--- config.mk ---
export PLATFORM = sky130hd
export DESIGN_NAME = wb_port_arbiter
export DESIGN_NICKNAME = d
export VERILOG_FILES = /design/src/rtl/riscv_config_pkg.sv /design/src/rtl/rr_arbiter.sv /design/src/rtl/wb_port_arbiter.sv
export SDC_FILE = /design/constraint.sdc
export NUM_CORES = 1
export LEC_CHECK = 0
export ABC_AREA = 1
export BUFFER_PORTS_ARGS = -buffer_cell sky130_fd_sc_hd__buf_2
export CELL_PAD_IN_SITES_DETAIL_PLACEMENT = 0
export CELL_PAD_IN_SITES_GLOBAL_PLACEMENT = 2
export CORE_MARGIN = 2
export CORE_UTILIZATION = 21
export DETAILED_ROUTE_END_ITERATION = 6
export PLACE_DENSITY = 0.87
export SLEW_MARGIN = 20
export SYNTH_ARGS = -nofsm -noshare
export SYNTH_HDL_FRONTEND = slang
export SYNTH_HIERARCHICAL = 1
export SYNTH_SLANG_ARGS = --single-unit
--- constraint.sdc ---
create_clock -name clk_i -period 2.4 [get_ports clk_i]
set_clock_uncertainty 0.2 [all_clocks]
set_input_delay 0.24 -clock clk_i [delete_from_list [all_inputs] [get_ports clk_i]]
set_output_delay 0.24 -clock clk_i [all_outputs]
set_load 0.01 [all_outputs]
--- src/rtl/riscv_config_pkg.sv ---
// ---------------------------------------------------------------------------
// riscv_config_pkg
// Core-wide configuration constants shared by the pipeline blocks.
//   XLEN        : architectural register/data width
//   REG_ADDR_W  : register file address width
//   NUM_WB_REQ  : number of write-back requesters (0 = ALU, 1 = load,
//                 2 = mul/div)
// ---------------------------------------------------------------------------
package riscv_config_pkg;

   localparam int XLEN       = 32;
   localparam int REG_ADDR_W = 5;
   localparam int NUM_WB_REQ = 3;

endpackage : riscv_config_pkg

--- src/rtl/rr_arbiter.sv ---
// ---------------------------------------------------------------------------
// rr_arbiter
// Purely combinational one-hot grant generator. The search for a winner
// starts at i_ptr and wraps around; with i_ptr tied to zero it degenerates
// into a lowest-index-wins fixed priority arbiter.
// Ports:
//   i_req   [NUM_REQ-1:0] : request vector
//   i_ptr   [PTR_W-1:0]   : index where the search starts
//   o_grant [NUM_REQ-1:0] : one-hot grant, zero when no request
// ---------------------------------------------------------------------------
module rr_arbiter #(
   parameter int NUM_REQ = 3,
   parameter int PTR_W   = (NUM_REQ > 1) ? $clog2(NUM_REQ) : 1
) (
   input  logic [NUM_REQ-1:0] i_req,
   input  logic [PTR_W-1:0]   i_ptr,
   output logic [NUM_REQ-1:0] o_grant
);

   logic [NUM_REQ-1:0] w_mask;
   logic [NUM_REQ-1:0] w_maskedReq;
   logic [NUM_REQ-1:0] w_maskedGrant;
   logic [NUM_REQ-1:0] w_plainGrant;

   // Mask keeps only requesters at or above the pointer, i.e. the part of
   // the circular search that comes before the wrap-around.
   for (genvar j = 0; j < NUM_REQ; j++) begin : g_mask
      assign w_mask[j] = (PTR_W'(j) >= i_ptr);
   end

   // x & -x isolates the lowest set bit. If any request sits at or above
   // the pointer the lowest of those wins; otherwise the search has wrapped
   // and the lowest request overall wins.
   assign w_maskedReq   = i_req & w_mask;
   assign w_maskedGrant = w_maskedReq & (-w_maskedReq);
   assign w_plainGrant  = i_req & (-i_req);

   assign o_grant = (|w_maskedReq) ? w_maskedGrant : w_plainGrant;

endmodule : rr_arbiter

--- src/rtl/wb_port_arbiter.sv ---
// ---------------------------------------------------------------------------
// wb_port_arbiter
// Arbitrates the single register file write port between several
// write-back requesters. At most one request is accepted per cycle; the
// accepted address/data are registered and presented to the register file
// one cycle later. Writes to x0 are accepted but never issued.
//
// Build option:
//   WB_ARB_ROUND_ROBIN_EN defined   : round-robin grant, pointer moves to
//                                     winner+1 on every transfer
//   WB_ARB_ROUND_ROBIN_EN undefined : fixed priority, lowest index wins
//
// Ports:
//   clk_i, rst_i       : clock, synchronous active-high reset
//   flush_i            : drop this cycle's arbitration and the staged write
//   req_valid_i        : per-requester request valid
//   req_ready_o        : per-requester acceptance (one-hot or zero)
//   req_rd_addr_i      : per-requester destination register
//   req_rd_data_i      : per-requester write data
//   rf_write_en_o      : register file write enable
//   rf_rd_addr_o       : register file write address
//   rf_rd_data_o       : register file write data
//   conflict_cnt_o     : saturating count of contended cycles
// ---------------------------------------------------------------------------
module wb_port_arbiter
   import riscv_config_pkg::*;
#(
   parameter int NUM_REQ        = NUM_WB_REQ,
   parameter int DATA_WIDTH     = XLEN,
   parameter int REG_ADDR_WIDTH = 5
) (
   input  logic                                    clk_i,
   input  logic                                    rst_i,
   input  logic                                    flush_i,
   input  logic [NUM_REQ-1:0]                      req_valid_i,
   output logic [NUM_REQ-1:0]                      req_ready_o,
   input  logic [NUM_REQ-1:0][REG_ADDR_WIDTH-1:0]  req_rd_addr_i,
   input  logic [NUM_REQ-1:0][DATA_WIDTH-1:0]      req_rd_data_i,
   output logic                                    rf_write_en_o,
   output logic [REG_ADDR_WIDTH-1:0]               rf_rd_addr_o,
   output logic [DATA_WIDTH-1:0]                   rf_rd_data_o,
   output logic [15:0]                             conflict_cnt_o
);

   localparam int PTR_W = (NUM_REQ > 1) ? $clog2(NUM_REQ) : 1;

   logic [NUM_REQ-1:0]        w_grant;
   logic [PTR_W-1:0]          w_ptr;
   logic                      w_transfer;
   logic                      w_contended;
   logic [REG_ADDR_WIDTH-1:0] w_selAddr;
   logic [DATA_WIDTH-1:0]     w_selData;
   logic [REG_ADDR_WIDTH-1:0] w_addrChain [NUM_REQ+1];
   logic [DATA_WIDTH-1:0]     w_dataChain [NUM_REQ+1];

   logic                      r_wrEn;
   logic [REG_ADDR_WIDTH-1:0] r_addr;
   logic [DATA_WIDTH-1:0]     r_data;
   logic [15:0]               r_conflictCnt;

`ifdef WB_ARB_ROUND_ROBIN_EN
   logic [PTR_W-1:0] r_ptr;
   logic [PTR_W-1:0] w_winIdx;
   logic [PTR_W-1:0] w_idxChain [NUM_REQ+1];

   assign w_ptr = r_ptr;
`else
   assign w_ptr = '0;
`endif

   rr_arbiter #(
      .NUM_REQ (NUM_REQ),
      .PTR_W   (PTR_W)
   ) u_rr_arbiter (
      .i_req   (req_valid_i),
      .i_ptr   (w_ptr),
      .o_grant (w_grant)
   );

   // Reset and flush both suppress acceptance outright, so a request
   // pending in those cycles is simply not taken and no write follows.
   assign req_ready_o = (rst_i || flush_i) ? '0 : w_grant;
   assign w_transfer  = |req_ready_o;

   // Two or more valid bits: clearing the lowest set bit leaves something.
   assign w_contended = |(req_valid_i & (req_valid_i - NUM_REQ'(1)));

   // AND-OR mux of the winning requester's address and data. Ready is
   // one-hot or zero, so at most one term contributes.
   assign w_addrChain[0] = '0;
   assign w_dataChain[0] = '0;
   for (genvar k = 0; k < NUM_REQ; k++) begin : g_sel
      assign w_addrChain[k+1] = w_addrChain[k]
                              | (req_rd_addr_i[k] & {REG_ADDR_WIDTH{req_ready_o[k]}});
      assign w_dataChain[k+1] = w_dataChain[k]
                              | (req_rd_data_i[k] & {DATA_WIDTH{req_ready_o[k]}});
   end
   assign w_selAddr = w_addrChain[NUM_REQ];
   assign w_selData = w_dataChain[NUM_REQ];

   // Staging register between arbitration and the register file port.
   // The enable only follows a real transfer to a non-zero register, and
   // flush kills whatever would have been staged. Address/data hold their
   // old value whenever nothing new is accepted.
   always_ff @(posedge clk_i) begin
      if (rst_i) begin
         r_wrEn <= 1'b0;
         r_addr <= '0;
         r_data <= '0;
      end else if (flush_i) begin
         r_wrEn <= 1'b0;
      end else begin
         r_wrEn <= w_transfer && (w_selAddr != '0);
         if (w_transfer) begin
            r_addr <= w_selAddr;
            r_data <= w_selData;
         end
      end
   end

   // Contention counter: counts cycles with more than one valid request,
   // ignoring flushed cycles, and sticks at all-ones.
   always_ff @(posedge clk_i) begin
      if (rst_i) begin
         r_conflictCnt <= '0;
      end else if (!flush_i && w_contended && (r_conflictCnt != 16'hFFFF)) begin
         r_conflictCnt <= r_conflictCnt + 16'd1;
      end
   end

`ifdef WB_ARB_ROUND_ROBIN_EN
   // Encode the one-hot winner into an index for the pointer update.
   assign w_idxChain[0] = '0;
   for (genvar k = 0; k < NUM_REQ; k++) begin : g_idx
      assign w_idxChain[k+1] = w_idxChain[k] | (req_ready_o[k] ? PTR_W'(k) : '0);
   end
   assign w_winIdx = w_idxChain[NUM_REQ];

   // Round-robin pointer: after a transfer the search starts just past the
   // winner, wrapping to zero after the last requester. Without a transfer
   // (idle, flush) it stays where it is.
   always_ff @(posedge clk_i) begin
      if (rst_i) begin
         r_ptr <= '0;
      end else if (w_transfer) begin
         r_ptr <= (w_winIdx == PTR_W'(NUM_REQ - 1)) ? '0 : w_winIdx + PTR_W'(1);
      end
   end
`endif

   assign rf_write_en_o  = r_wrEn;
   assign rf_rd_addr_o   = r_addr;
   assign rf_rd_data_o   = r_data;
   assign conflict_cnt_o = r_conflictCnt;

endmodule : wb_port_arbiter

==> metrics.txt, run 1 <==
post-route ant nets=0; CTS max path bufs=2; critical path fanouts, max=11; library cells used by synthesis=24; post-synthesis sequential area ratio=0.364; height of the chip=between 100 and 150 um; synthesized flop and latch total=54; critical path startpoint category=register; Worst-path clk slew=0.07 ns; critical path class=register to register; slowest library cell on the worst path=dfxtp_1; CP Data Required Time=roughly 2.4 ns; TritonCTS Sinks=54; Period Utilization, post-route=0.832; hold-fix buffers at CTS=0; Clock Power Share=0.366; worst path bufs/invs=1; Final HPWL DP=between 8 and 9 mm; first-pass GRT wire length=15.2 mm; Pre-antenna DRT Iters=4; worst hold-check path type=input pin to register; global route total overflow=0; maximum VDD drop=0.223 mV; Vias=3517; Synth top cells by count=nand2_1 (172), nor2_1 (72), dfxtp_1 (54); vias in the first global route=3102; DRT iter0 DRCs=between 90 and 100; cell area power density=510 mW/mm^2; Critical Path AT=2.03 ns; maxcap violations=0; status=completed; Placer Congestion=0.776; Synth Flop Type=dfxtp_1; delay-heaviest family, CP=compound AO/OA/AOI/OAI gates; core area=0.0138 mm^2; setup tns final=0 ns; Root Driver=clkbuf_16; Detailed Route WL=roughly 11 mm; area grow syn2layout=39.0%; final hold vios=0; main area contributors after synthesis=dfxtp_1 (36%), nand2_1 (22%), nor2_1 (9.1%); Starting Density=0.215; clock latency at the later pin of the worst-skew pair=a little under 0.3 ns; Net Sw Power=584 uW; Filler Cell Count=1543; fraction of registers with async set/reset=0; I/O Pins=174; largest area contributor in the netlist=dfxtp_1; slew of the pin with the lowest slew margin=0.666 ns; Synth Cell Area=0.00297 mm^2; Row Count=43; nets@finish=758; antenna cells=0; TritonCTS clock tree=done; FMAX=501 MHz; Period minus WS final=2.00 ns; Setup crit end kind=register; post-route cell area=0.00413 mm^2; share of cells above drive strength 1=0.326; PostCTS Resize Cnt=0; Pleak=2.02 nW; Num CTS Buffers=5; Residual DRC=0; Comb pwr share=0.175; initial antenna violation count=0; storage element area=0.00108 mm^2; Avg Cell Area, Syn=6.29 um^2; Flop pwr share=0.459; largest net degree at the start of global routing=between 40 and 50; most frequent cell after synthesis=nand2_1; I/O Buffers=173; H-Tree Level Count=2; GRT Overall Usage=0.130; Slew HR=0.555; Final Max Tran Viols=0; DIE AREA=0.0151 mm^2; crit-path cells=ha_1, inv_1, nor2_2, nand2_2, o21ai_2, nand2_1, a21oi_2; Sw Share=0.278; Die Wd=around 120 um; final number of setup-violating endpoints=0; Post-DP Area=0.00397 mm^2; slowest stage delay, CP=roughly 0.44 ns; internal cell power=1.52 mW; Synth Warn #=6; top cell type's share of synthesized area=0.364; vias per inst=4.28; Mapped Cells=472; EDFF count, synth=0; unrepaired setup endpoints after global routing=no; Multi-input gate area=roughly 0.0017 mm^2; detailed-route wire length per cell=12.8 um; postcts setup bufs=0
==> worst min-delay path: stages <==
cell and delay, ns:
buf_2 0.08, nand2_1 0.04, nand3_1 0.05, a21oi_1 0.04
nor2_1 0.07
==> state kept, by name (all words and copies together), names as in the netlist <==
signal          cells
rf_rd_data_o       32
conflict_cnt_o     16
rf_rd_addr_o        5
rf_write_en_o       1
==> cells in the final DEF (no fill, tap or decap), drive strengths merged <==
master | netlist | routed
o21ai | 5 | 5
xnor2 | 3 | 3
nor2 | 77 | 77
conb | 1 | 5
xor2 | 3 | 3
a21oi | 49 | 49
clkbuf | 5 | 6
inv | 24 | 25
nand4 | 6 | 6
nand3 | 49 | 49
buf | 17 | 179
nand2 | 175 | 175
dfxtp | 54 | 54
ha | 1 | 1
clkinvlp | 0 | 1
nor3 | 3 | 3
==> cell type report <==
class                      instances  area share
multi-input combinational        376       0.403
sequential                        54       0.262
timing repair buffer             179       0.221
tap                              180      0.0546
clock buffer                       6      0.0337
inverter                          24      0.0218
clock inverter                     2     0.00394
==> power by group through the flow <==
stage               Combinational, mW  Sequential [mW]  Clock [mW]
global route                    0.414            0.972       0.832
global placement                0.371            0.986           0
CTS                             0.375            0.967       0.798
finish                          0.369            0.966       0.770
floorplan                       0.172             1.00           0
detailed placement              0.373            0.988           0
==> metrics by stage <==
step	hold WS [ns]	total power, mW	cells	setup WS (ns)	utilization
after floorplan	0.208	1.18	476	0.650	-
final	0.0609	2.11	821	0.403	0.298
after detailed placement	0.271	1.36	813	0.405	0.287
after global placement	0.264	1.36	813	0.431	0.287
after global routing	0.0824	2.22	821	0.168	0.298
after CTS	0.0590	2.14	821	0.360	0.298
==> worst paths after layout <==
path / slack (ns) / end / cells past startpoint / from
hold / removal: 0.06 / rf_rd_data_o[3] / 5 / req_rd_data_i[67]
setup / recovery: 0.40 / conflict_cnt_o[5] / 7 / conflict_cnt_o[0]
hold reg to reg: 0.28 / rf_rd_data_o[8] / 2 / rf_rd_data_o[8]
setup reg to reg: 0.40 / conflict_cnt_o[5] / 7 / conflict_cnt_o[0]
==> kinds of logic after synthesis <==
group	Yosys count	synth area share
DFF	54	0.364
and+or+nand+nor	310	0.427
other	1	0.00126
AOI/OAI and AO/OA	54	0.105
adders and majority gates	1	0.00421
xor gates and xnor gates	6	0.0177
buffers and inverters	46	0.0805
==> routing by layer <==
metal,GRT usage,vias up,part of all wire
met5,0,-,0
met4,0.0359,0,0.012
met3,0.0263,8,0.080
met2,0.242,111,0.48
met1,0.148,1566,0.43
li1,-,1832,-
Note: power is estimated with default switching activity, not from simulation.
==> run 2, diff against run 1 <==
==> constraint.sdc (replaced) <==
create_clock -name clk_i -period 2 [get_ports clk_i]
set_clock_uncertainty 0.2 [all_clocks]
set_input_delay 0.2 -clock clk_i [delete_from_list [all_inputs] [get_ports clk_i]]
set_output_delay 0.2 -clock clk_i [all_outputs]
set_load 0.01 [all_outputs]
==> run 2 against run 1 <==
  * Count of clock-buffer cells in the layout decreased by 1
  * Critical endpoint is now conflict_cnt_o[13]
  * Largest cell class unchanged
  * Critical path depth up 2
  * Maximum frequency grew 14%
  * Sequential cell count unchanged
==> metrics.txt, run 2 (synthesized netlist as in run 1, its figures left out) <==
status=completed; GRT Overall Usage=0.133 (+0.00351); Placer Congestion=0.784 (+0.95%); Slew HR=0.565 (+0.0100); Vias=3573 (+1.6%); most common cell after layout, fill and taps aside=buf_2; Crit. Startpoint=conflict_cnt_o[1]; share of cells above drive strength 1=0.332 (+0.00625); worst hold path depth=5 (unchanged); R2R depth=9 (+2); min-delay src=req_rd_addr_i[13]; vias per inst=4.32 (+0.86%); Row Count=43 (unchanged); WL met1=4.40 mm (-2.6%); FF-to-FF setup slack=0.25 ns (-0.16 ns); post-route ant nets=0 (unchanged); Worst R2R Start=conflict_cnt_o[1]; first-pass GRT wire length=15.6 mm (+2.6%); H-Tree Level Count=2 (unchanged); Final Max Tran Viols=0 (unchanged); CTS max path bufs=2 (unchanged); top routing layer in use=met4; unrepaired setup endpoints after global routing=no; TritonCTS Sinks=54 (unchanged); final hold vios=0 (unchanged); largest net degree at the start of global routing=49 (unchanged); nets@finish=765 (+0.92%); postcts setup bufs=0 (unchanged); Pre-antenna DRT Iters=4 (unchanged); DIE AREA=0.0151 mm^2 (unchanged); Period Utilization, post-route=0.876 (+0.0442); post-route core utilization=0.305 (+0.00624); hold-fix buffers at CTS=0 (unchanged); area grow syn2layout=41.9%; Detailed Route WL=10.5 mm (about the same); worst-case hold path end point=rf_write_en_o; Largest register FFs=32 (unchanged); slew of the pin with the lowest slew margin=0.651 ns (-0.0150 ns); vias in the first global route=3255 (+4.9%); detailed-route wire length per cell=12.7 um (-0.78%); Starting Density=0.215 (unchanged); critical path startpoint category=register; global route total overflow=0 (unchanged); clock latency at the later pin of the worst-skew pair=0.29 ns (about the same); Residual DRC=0 (unchanged); Filler Cell Count=1541 (-0.13%); maxcap violations=0 (unchanged); CP Data Required Time=1.99 ns (-0.44 ns); cell area power density=616 mW/mm^2 (+21%); Root Driver=clkbuf_16; critical path fanouts, max=15 (+4); I/O Buffers=173 (unchanged); final number of setup-violating endpoints=0 (unchanged); Num CTS Buffers=5 (unchanged); Setup crit end kind=register; setup tns final=0 ns (unchanged); maximum VDD drop=0.284 mV (+27%); most frequent cells in the layout=buf_2 (173), nand2_1 (172), nor2_1 (72); TritonCTS clock tree=done; Pleak=2.07 nW (+2.4%); Critical Path AT=1.75 ns (-0.28 ns); Die Wd=123 um (unchanged); PostCTS Resize Cnt=0 (unchanged); core area=0.0138 mm^2 (unchanged); R2R Path End=conflict_cnt_o[13]; met2 wire len=5.07 mm (+0.90%); height of the chip=123 um (unchanged); initial antenna violation count=0 (unchanged); critical path class=register to register; Worst Hold Slack=0.0164 ns (-0.0444 ns); Worst-path clk slew=0.07 ns (about the same); I/O Pins=174 (unchanged); Period minus WS final=1.75 ns (-0.245 ns); antenna cells=0 (unchanged); Final HPWL DP=8.13 mm (+0.79%); metal3 WL=910 um (+7.6%); DRT iter0 DRCs=125 (+28%); worst hold-check path type=input pin to register; FMAX=570 MHz (+14%)
## run 2: through the flow
stage	setup slack, ns	cell area, um^2	std cells	power, mW
2_1_floorplan	0.250	2980	476	1.41
3_3_place_gp	0.200	4050	820	1.63
3_5_place_dp	0.0969	4050	820	1.64
4_1_cts	0.219	4210	827	2.64
5_1_grt	0.0567	4210	827	2.73
6_report	0.247	4210	827	2.60
## run 2: where the power goes
part | leakage, nW | switching [mW] | internal, mW | total (mW)
Sequential | 0.439 | 0.0272 | 1.13 | 1.16
Clock | 0.0799 | 0.399 | 0.587 | 0.986
Combinational | 1.55 | 0.255 | 0.199 | 0.454
Total | 2.07 | 0.681 | 1.91 | 2.60
## run 2: worst max path at each step
stage	slack, ns	end
finish	0.25	conflict_cnt_o[13]
global placement	0.20	rf_rd_data_o[22]
detailed placement	0.1	rf_rd_data_o[23]
CTS	0.22	conflict_cnt_o[13]
global route	0.06	conflict_cnt_o[13]
floorplan	0.25	conflict_cnt_o[10]
## run 2: layout make-up
cell class	instances	area, um^2	share of cell area
clock inverters	2	38.8	0.00921
repair buffers	186	988	0.235
multi-input cells	376	1660	0.395
well taps	180	225	0.0535
flip-flops and latches	54	1080	0.257
clock buffers	5	125	0.0297
inverters	24	90.1	0.0214
## run 2: layer usage
metal / vias to the layer above / global-route usage
li1: 1842 / -
met1: 1605 / 0.152
met2: 116 / 0.245
met3: 10 / 0.0318
met4: 0 / 0.0374
met5: - / 0
## run 2: worst max-delay path, stage by stage, from the launching register on
cell and delay [ns]:
dfxtp_1 0.39, ha_1 0.20, inv_1 0.05, nor2_2 0.15, nand2_2 0.10, nor2_1 0.13
nor2_2 0.04, buf_4 0.19, a21oi_1 0.14, nor2_1 0.05
